### config.mk
export PLATFORM = sky130hd
export DESIGN_NAME = seq_detector_fsm
export DESIGN_NICKNAME = d
export VERILOG_FILES = /design/src/rtl/seq_detector_fsm.sv
export SDC_FILE = /design/constraint.sdc
export NUM_CORES = 1
export LEC_CHECK = 0
export ABC_AREA = 1
export ABC_CLOCK_PERIOD_IN_PS = 2710
export BUFFER_PORTS_ARGS = -buffer_cell sky130_fd_sc_hd__buf_2
export CAP_MARGIN = 5
export CORE_AREA = 2 2 45 47
export DETAILED_ROUTE_END_ITERATION = 7
export DIE_AREA = 0 0 47 49
export PLACE_DENSITY = 0.67
export SYNTH_ARGS = -nofsm -noshare
export SYNTH_HDL_FRONTEND = slang
export SYNTH_SLANG_ARGS = --single-unit
### constraint.sdc
create_clock -name clk -period 2.71 [get_ports clk]
set_input_delay 0 -clock clk [delete_from_list [all_inputs] [get_ports clk]]
set_output_delay 0 -clock clk [all_outputs]
set_load 0.02 [all_outputs]
### src/rtl/seq_detector_fsm.sv
// seq_detector_fsm: serial pattern detector (KMP-style prefix tracker).
// Consumes one qualified bit per clock, tracks the matched-prefix length of
// PATTERN, pulses match on each detection and keeps a saturating counter.
// Optional idle timeout is enabled by defining the macro SEQ_DET_TIMEOUT_EN.
module seq_detector_fsm #(
  parameter int              PAT_W   = 4,
  parameter logic [PAT_W-1:0] PATTERN = 4'b1011,
  parameter bit              OVERLAP = 1'b1,
  parameter int              CNT_W   = 8,
  parameter int              TMO_CYC = 16
) (
  input  logic             clk,
  input  logic             reset,
  input  logic             din,
  input  logic             din_valid,
  input  logic             clear_cnt,
  output logic             match,
  output logic [CNT_W-1:0] match_count,
  output logic [$clog2(PAT_W+1)-1:0] state,
  output logic [$clog2(PAT_W+1)-1:0] state_next,
  output logic             timeout
);

  localparam int SW   = $clog2(PAT_W + 1);
  localparam int EW   = SW + 1;           // entry = {match, next_state}
  localparam int NENT = 2 ** (SW + 1);    // indexed by {state, din}

  // Elaboration-time parameter sanity checks.
  if (PAT_W < 2 || PAT_W > 16) begin : g_bad_pat_w
    $error("seq_detector_fsm: PAT_W must be in 2..16");
  end
  if (TMO_CYC < 1) begin : g_bad_tmo
    $error("seq_detector_fsm: TMO_CYC must be at least 1");
  end

  // Builds the full transition table. For prefix length k and input bit b the
  // received string is PATTERN[first k bits] followed by b; the next state is
  // the longest proper prefix of PATTERN that is a suffix of that string. On a
  // full match this is the longest border, or 0 when overlaps are disabled.
  function automatic logic [NENT*EW-1:0] build_tbl();
    logic [NENT*EW-1:0] t;
    logic [16:0]        s;
    int                 best;
    logic               ok;
    logic               hit;
    t = '0;
    s = '0;
    for (int k = 0; k < PAT_W; k++) begin
      for (int b = 0; b < 2; b++) begin
        for (int j = 0; j < k; j++) s[j] = PATTERN[PAT_W-1-j];
        s[k] = b[0];
        best = 0;
        for (int l = 1; l <= k + 1; l++) begin
          if (l < PAT_W) begin
            ok = 1'b1;
            for (int j = 0; j < l; j++) begin
              if (s[k+1-l+j] != PATTERN[PAT_W-1-j]) ok = 1'b0;
            end
            if (ok) best = l;
          end
        end
        hit = (k == PAT_W - 1) && (b[0] == PATTERN[0]);
        if (hit && !OVERLAP) best = 0;
        t[(k*2+b)*EW +: EW] = {hit, best[SW-1:0]};
      end
    end
    return t;
  endfunction

  localparam logic [NENT*EW-1:0] TBL = build_tbl();

  logic [EW-1:0] tbl_entry [NENT];

  for (genvar gi = 0; gi < NENT; gi++) begin : g_tbl
    assign tbl_entry[gi] = TBL[gi*EW +: EW];
  end

  logic [SW-1:0]    state_q, state_d;
  logic             match_q, match_d;
  logic [CNT_W-1:0] count_q, count_d;
  logic [EW-1:0]    entry;

  assign entry = tbl_entry[{state_q, din}];

`ifdef SEQ_DET_TIMEOUT_EN
  localparam int IW = $clog2(TMO_CYC + 1);
  logic [IW-1:0] idle_q, idle_d;
  logic          timeout_q, timeout_d;
`endif

  // Next-state, match and counter logic.
  always_comb begin
    state_d = state_q;
    match_d = 1'b0;
`ifdef SEQ_DET_TIMEOUT_EN
    idle_d    = idle_q;
    timeout_d = 1'b0;
`endif
    if (din_valid) begin
      {match_d, state_d} = entry;
`ifdef SEQ_DET_TIMEOUT_EN
      idle_d = '0;
`endif
    end else begin
`ifdef SEQ_DET_TIMEOUT_EN
      // Idle only counts while a partial prefix is pending.
      if (state_q != '0) begin
        if (idle_q == IW'(TMO_CYC - 1)) begin
          state_d   = '0;
          timeout_d = 1'b1;
          idle_d    = '0;
        end else begin
          idle_d = idle_q + 1'b1;
        end
      end else begin
        idle_d = '0;
      end
`endif
    end
    if (reset) state_d = '0;

    count_d = count_q;
    if (clear_cnt) begin
      count_d = '0;
    end else if (match_d && (count_q != {CNT_W{1'b1}})) begin
      count_d = count_q + 1'b1;
    end
  end

  // State, match pulse and counter registers.
  always_ff @(posedge clk) begin
    if (reset) begin
      state_q <= '0;
      match_q <= 1'b0;
      count_q <= '0;
    end else begin
      state_q <= state_d;
      match_q <= match_d;
      count_q <= count_d;
    end
  end

`ifdef SEQ_DET_TIMEOUT_EN
  // Idle counter and timeout pulse registers.
  always_ff @(posedge clk) begin
    if (reset) begin
      idle_q    <= '0;
      timeout_q <= 1'b0;
    end else begin
      idle_q    <= idle_d;
      timeout_q <= timeout_d;
    end
  end
  assign timeout = timeout_q;
`else
  assign timeout = 1'b0;
`endif

  assign match       = match_q;
  assign match_count = count_q;
  assign state       = state_q;
  assign state_next  = state_d;

endmodule

==> results of run 1 <==
## what timing repair did
item,in CTS,in global routing
hold buffers,4,0
gates resized for setup,0,0
hold endpoints to repair,4,0
setup buffers,0,0
## worst max-delay path, cell delays in order (launching register included)
cell                            delay (ns)
sky130_fd_sc_hd__dfxtp_1              0.38
sky130_fd_sc_hd__ha_1                 0.25
sky130_fd_sc_hd__nand2_1              0.06
sky130_fd_sc_hd__nand2_1              0.06
sky130_fd_sc_hd__a211oi_1             0.18
sky130_fd_sc_hd__dlygate4sd3_1        0.57
## area by class of cell
class | instances | area, um^2 | share of cell area
Tap cell | 27 | 33.78 | 0.03808
Inverter | 12 | 45.04 | 0.05078
Timing Repair Buffer | 23 | 135.1 | 0.1523
Multi-Input combinational cell | 71 | 396.6 | 0.4471
Sequential cell | 12 | 240.2 | 0.2708
Clock buffer | 4 | 36.28 | 0.04090
## layer usage
layer	wire length, um	track usage	share of wire
met5	0	0	0
met4	42	0.1111	0.030
met1	660	0.1777	0.47
met3	75	0.03333	0.053
met2	632	0.1986	0.45
## cell usage after synthesis (2+ instances only)
cell,count,area share
sky130_fd_sc_hd__nand2_1,22,0.12
sky130_fd_sc_hd__nand2_2,3,0.027
sky130_fd_sc_hd__nand3_1,9,0.064
sky130_fd_sc_hd__nor2_4,3,0.048
sky130_fd_sc_hd__inv_1,12,0.064
sky130_fd_sc_hd__nand4_1,3,0.027
sky130_fd_sc_hd__nor2_1,11,0.059
sky130_fd_sc_hd__a21oi_1,5,0.036
sky130_fd_sc_hd__ha_1,3,0.054
sky130_fd_sc_hd__o32ai_1,2,0.025
sky130_fd_sc_hd__a211oi_1,2,0.021
sky130_fd_sc_hd__dfxtp_1,12,0.34
## registers in the layout, summed over array words and instances, names as in the netlist
name	cells
state	3
match	1
match_count	8
## final timing paths
path | start | end | slack, ns | cells after the start
min | din | state[0]$_SDFF_PP0_ | 0.05 | 3
max | state[0]$_SDFF_PP0_ | state[1]$_SDFF_PP0_ | 1.16 | 5
max reg2reg | state[0]$_SDFF_PP0_ | state[1]$_SDFF_PP0_ | 1.16 | 5
min reg2reg | state[2]$_SDFF_PP0_ | state[2]$_SDFF_PP0_ | 0.51 | 2
## power groups by stage
| stage | clock network [mW] | logic (mW) | registers [mW] |
|---|---|---|---|
| global placement | 0 | 0.0238 | 0.183 |
| global route | 0.163 | 0.0308 | 0.179 |
| CTS | 0.150 | 0.0278 | 0.179 |
| detailed placement | 0 | 0.0240 | 0.183 |
| finish | 0.145 | 0.0279 | 0.179 |
| floorplan | 0 | 0.0139 | 0.184 |
## kinds of logic after synthesis
family | count (synthesis) | synth area share
xor+xnor | 1 | 0.01250
flops | 12 | 0.3429
buf+inv | 14 | 0.09107
fa+ha+maj | 3 | 0.05358
simple gates | 56 | 0.4000
other cells | 1 | 0.005352
compound gates | 10 | 0.09464
## per-stage QoR
step / power [mW] / setup WS, ns / utilization / area [um^2]
floorplan: 0.1984 / 1.309 / - / 700.7
global placement: 0.2067 / 1.406 / 0.4402 / 810.8
detailed placement: 0.2070 / 1.404 / 0.4402 / 810.8
CTS: 0.3569 / 1.148 / 0.4817 / 887.1
global route: 0.3727 / 1.094 / 0.4817 / 887.1
finish: 0.3514 / 1.160 / 0.4817 / 887.1
==> impl_metrics.ini, run 1 <==
[drt]
drt_first_iter_violations = 13
avgRoutedWirePerCell_um = 9.470
route.final.wire_length_um = 1411
detailedRoute.firstPassIterationCount = 4
drt_drc_violations_left = 0
drt-vias-per-instance = 4.644
via_count = 692
route.antenna.remaining_nets = 0

[power_and_ir_drop]
ir_drop_v = 0.0002359
share_clk_of_total_power = 0.412
power_leakage_nw = 0.4162
power_share_of_the_combinational_group = 0.079
switch_share = 0.2301
internal-power_mw = 0.2705
power.share.sequential = 0.509
power_switching_mw = 0.08087
power.density_nw_per_um2 = 396.1

[layout]
layout-area-overhead-vs-synth_pct = 26.61
filler_cell_count = 212
number_of_antenna_repair_diodes = 0
fin_nets = 131
layout_commonest_cell = sky130_fd_sc_hd__nand2_1
layout.cells.most_common_list = sky130_fd_sc_hd__nand2_1 (22), sky130_fd_sc_hd__buf_2 (19), sky130_fd_sc_hd__inv_1 (12), sky130_fd_sc_hd__dfxtp_1 (12), sky130_fd_sc_hd__nor2_1 (11)
finalNonFillerCells = 149
layout-drive-gt1-share = 0.2705

[place]
numPortBuffers = 19
numPlacedInstances = 141
hpwlAfterDp_um = 1057
last_weighted_congestion_value_of_the_routability_driven_placer = 0.8030

[synthesis]
synth.net_count = 105
synthesis.yosys.warnings = 0
netlist-cell-type-count = 22
ys_seq_elements = 12
syn_avg_cell_area_um2 = 7.223
ys.flop_type = sky130_fd_sc_hd__dfxtp_1
ys_seq_area_frac = 0.3429
synth-edff-count = 0
number_of_standard_cells_after_synthesis = 97
post_synth_instance_area_um2 = 700.7
async_s_r_ff_share_synth = 0

[cts]
numCtsBuffers = 3
clock_tree.htree_level_count = 1
cts_num_sinks = 12
worst_skew_pair.late_latency_ns = 0.28
clock-root-buffer = sky130_fd_sc_hd__clkbuf_4
cts.clk_slew.worst_paths_ns = 0.08
cts-root-to-sink-buffers = 2
cts_tree = built

[floorplan]
initial_utilization = 0.3804
die_h_um = 49
fp.dieW_um = 47
io_pins = 21
core-area_um2 = 1842
die_area_um2 = 2303
core.rowCount = 16

[timing]
report.final.slew_viol_count = 0
hold_ws_ns = 0.04970
setup_viol = 0
period_share = 0.5721
final.setup_skew_ns = 0.001422
timing.fmax_mhz = 645.0
hold_violations = 0
rsz0062_at_grt = no
tns_ns = 0
timing.final.crit_period_ns = 1.550

[critical_path]
worstSetupEndpointType = flip-flop
timing.critical_path.fanout_max = 4
crit_path_category = flip-flop to flip-flop
crit_arrival_ns = 1.77
startpoint_type_of_the_worst_setup_path = flip-flop
worst_ep_required_time_ns = 2.93

[global_route]
global_route_wire_length_before_repair_um = 2311
initial_antenna_violation_count = 0
globalRouteTotalUtil = 0.1416
grt_max_degree = 14
grt_pass1_vias = 596
grt-ovfl-total = 0

[worst_hold_path]
hp-class = input pin to flip-flop

[run_status]
outcome = finished, final reports clean

[run]
max-cap-violations = 0
Note: power is estimated with default switching activity, not from simulation.
==> inputs of run 2 (changes only) <==
- ABC_AREA: 1 -> 0
- ABC_CLOCK_PERIOD_IN_PS: 2710 -> 1600
- CORE_AREA: 2 2 45 47 -> 2 2 44 46
- DIE_AREA: 0 0 47 49 -> 0 0 46 48
- PLACE_DENSITY: 0.67 -> 0.66
- clock period: 2.71 -> 1.6 ns (I/O delays scaled with it)
==> run 2 against run 1 <==
- maximum frequency grew 4.2%
- wire length shrank 13%
- sequential power grew 69%
- largest power group unchanged
- flip-flop and latch count is the same
- highest routed layer unchanged
- register-to-register slack lost 1.0 ns
==> impl_metrics.ini, run 2 <==
[run_status]
outcome = finished, final reports clean

[timing]
tns_ns = 0
report.final.slew_viol_count = 0
setup_viol = 0
rsz0062_at_grt = no
final.setup_skew_ns = 0.002071
timing.final.crit_period_ns = 1.487
hold_ws_ns = 0.05243
hold_violations = 0
period_share = 0.9296
timing.fmax_mhz = 672.4

[power_and_ir_drop]
power.density_nw_per_um2 = 659.3
ir_drop_v = 0.0003829
power_leakage_nw = 0.3787
power_mw = 0.5238

[critical_path]
worstSetupEndpointType = flip-flop
reg2reg_setup_slack_ns = 0.11
crit_path_category = flip-flop to flip-flop
crit_arrival_ns = 1.65
worstPathCellList = ha_1 > nand4b_4 > nor4_4 > mux2i_1 > nor2_1
max_stage_delay_ns = 0.38
worst_ep_required_time_ns = 1.76
cp_top_family = simple AND/OR/NAND/NOR gates
critPathSlowestCell = sky130_fd_sc_hd__dfxtp_1
critPathBufInv = 0
timing.critical_path.fanout_max = 9
startpoint_type_of_the_worst_setup_path = flip-flop

[synthesis]
synthesis.yosys.warnings = 0
async_s_r_ff_share_synth = 0
synth.net_count = 75
yosys-top-cells-count = sky130_fd_sc_hd__dfxtp_1 (12), sky130_fd_sc_hd__nor2_1 (10), sky130_fd_sc_hd__nand2_1 (4)
synth.top_cells.by_area = sky130_fd_sc_hd__dfxtp_1 (37%), sky130_fd_sc_hd__ha_1 (5.8%), sky130_fd_sc_hd__nor2_1 (5.8%), sky130_fd_sc_hd__mux2i_1 (4.7%), sky130_fd_sc_hd__a2111oi_2 (4.7%)
ys.flop_type = sky130_fd_sc_hd__dfxtp_1
synth_area_leader_cell = sky130_fd_sc_hd__dfxtp_1
ys_seq_area_frac = 0.3743
yosys.cell_count.top_type = sky130_fd_sc_hd__dfxtp_1
netlist-cell-type-count = 28
post_synth_instance_area_um2 = 641.9
number_of_standard_cells_after_synthesis = 67
ys_seq_elements = 12
syn_avg_cell_area_um2 = 9.580
synth-edff-count = 0
synth.top_cell.area_share = 0.3743

[layout]
number_of_antenna_repair_diodes = 0
finalNonFillerCells = 105
fin_nets = 98
layout_commonest_cell = sky130_fd_sc_hd__buf_2
layout-drive-gt1-share = 0.3409
layout-area-overhead-vs-synth_pct = 23.78
layout.cells.most_common_list = sky130_fd_sc_hd__buf_2 (19), sky130_fd_sc_hd__dfxtp_1 (12), sky130_fd_sc_hd__nor2_1 (10)
largest_register_ff_count = 8

[floorplan]
initial_utilization = 0.3800
core-area_um2 = 1689
die_h_um = 48
die_area_um2 = 2208
io_pins = 21
fp.dieW_um = 46
core.rowCount = 15

[cts]
worst_skew_pair.late_latency_ns = 0.27
clock_tree.htree_level_count = 1
cts_tree = built
cts.clk_slew.worst_paths_ns = 0.07
cts-root-to-sink-buffers = 2
cts_num_sinks = 12
clock-root-buffer = sky130_fd_sc_hd__clkbuf_4
numCtsBuffers = 3

[global_route]
global_route_wire_length_before_repair_um = 1869
grt_pass1_vias = 457
grt_max_degree = 10
grt-ovfl-total = 0
initial_antenna_violation_count = 0
globalRouteTotalUtil = 0.1229

[drt]
via_count = 559
route.final.wire_length_um = 1223
drt_drc_violations_left = 0
drt-vias-per-instance = 5.324
drt_first_iter_violations = 7
route.antenna.remaining_nets = 0
detailedRoute.firstPassIterationCount = 4
avgRoutedWirePerCell_um = 11.65

[run]
max-cap-violations = 0

[worst_hold_path]
hp-class = input pin to flip-flop

[place]
last_weighted_congestion_value_of_the_routability_driven_placer = 0.7564
numPlacedInstances = 100
numPortBuffers = 19
hpwlAfterDp_um = 927.4
-- run 2: area by class of cell --
type                            instances  area [um^2]
Clock buffer                            3        22.52
Fill cell                             164        894.6
Inverter                                3        11.26
Multi-Input combinational cell         49        384.1
Sequential cell                        12        240.2
Tap cell                               17        21.27
Timing Repair Buffer                   21        115.1
-- run 2: report_power, final --
group	internal (mW)	switching, mW
Combinational	0.0152	0.0233
Clock	0.0871	0.0955
Sequential	0.300	0.00236
-- run 2: logic make-up (layout without fill, tap and decap cells) --
family	after synthesis	count (layout)	share of synthesized area
xor+xnor	4	4	0.05459
flops	12	12	0.3743
other cells	1	1	0.005842
fa+ha+maj	3	3	0.05849
mux	3	3	0.04679
compound gates	10	10	0.1345
buf+inv	6	27	0.04094
simple gates	28	28	0.2846
-- run 2: repair_timing --
| item | in CTS | in global routing |
|---|---|---|
| gates resized for setup | 0 | 1 |
| buffers inserted | 0 | 0 |
| setup endpoints to repair | 0 | 1 |
| hold buffers | 2 | 0 |
| hold endpoints to repair | 4 | 0 |
-- run 2: metal layers --
metal	vias to the layer above	part of all wire	global-route usage
li1	279	-	-
met2	17	0.48	0.1944
met5	-	0	0
met1	261	0.45	0.1435
met3	2	0.060	0.03396
met4	0	0.0098	0.08571
-- run 2: worst register-to-register path, cell delays in order, from the launching register on --
cell                       delay [ns]
sky130_fd_sc_hd__dfxtp_1         0.38
sky130_fd_sc_hd__ha_1            0.21
sky130_fd_sc_hd__nand4b_4        0.21
sky130_fd_sc_hd__nor4_4          0.31
sky130_fd_sc_hd__mux2i_1         0.22
sky130_fd_sc_hd__nor2_1          0.05
-- run 2: path summary, 6_finish.rpt --
path | startpoint | end | cells after the start
max | state[0]$_SDFF_PP0_ | match_count[6]$_SDFFE_PP0P_ | 5
min | din | state[0]$_SDFF_PP0_ | 3
max reg2reg | state[0]$_SDFF_PP0_ | match_count[6]$_SDFFE_PP0P_ | 5
min reg2reg | state[2]$_SDFF_PP0_ | state[2]$_SDFF_PP0_ | 1
-- run 2: per-stage QoR --
step / setup WS [ns] / cell area, um^2 / utilization
2_1_floorplan: 0.06043 / 641.9 / -
5_1_grt: 0.008039 / 794.5 / 0.4704
3_5_place_dp: 0.08390 / 743.2 / 0.4400
3_3_place_gp: 0.1410 / 743.2 / 0.4400
4_1_cts: 0.06604 / 785.8 / 0.4652
6_report: 0.1127 / 794.5 / 0.4704
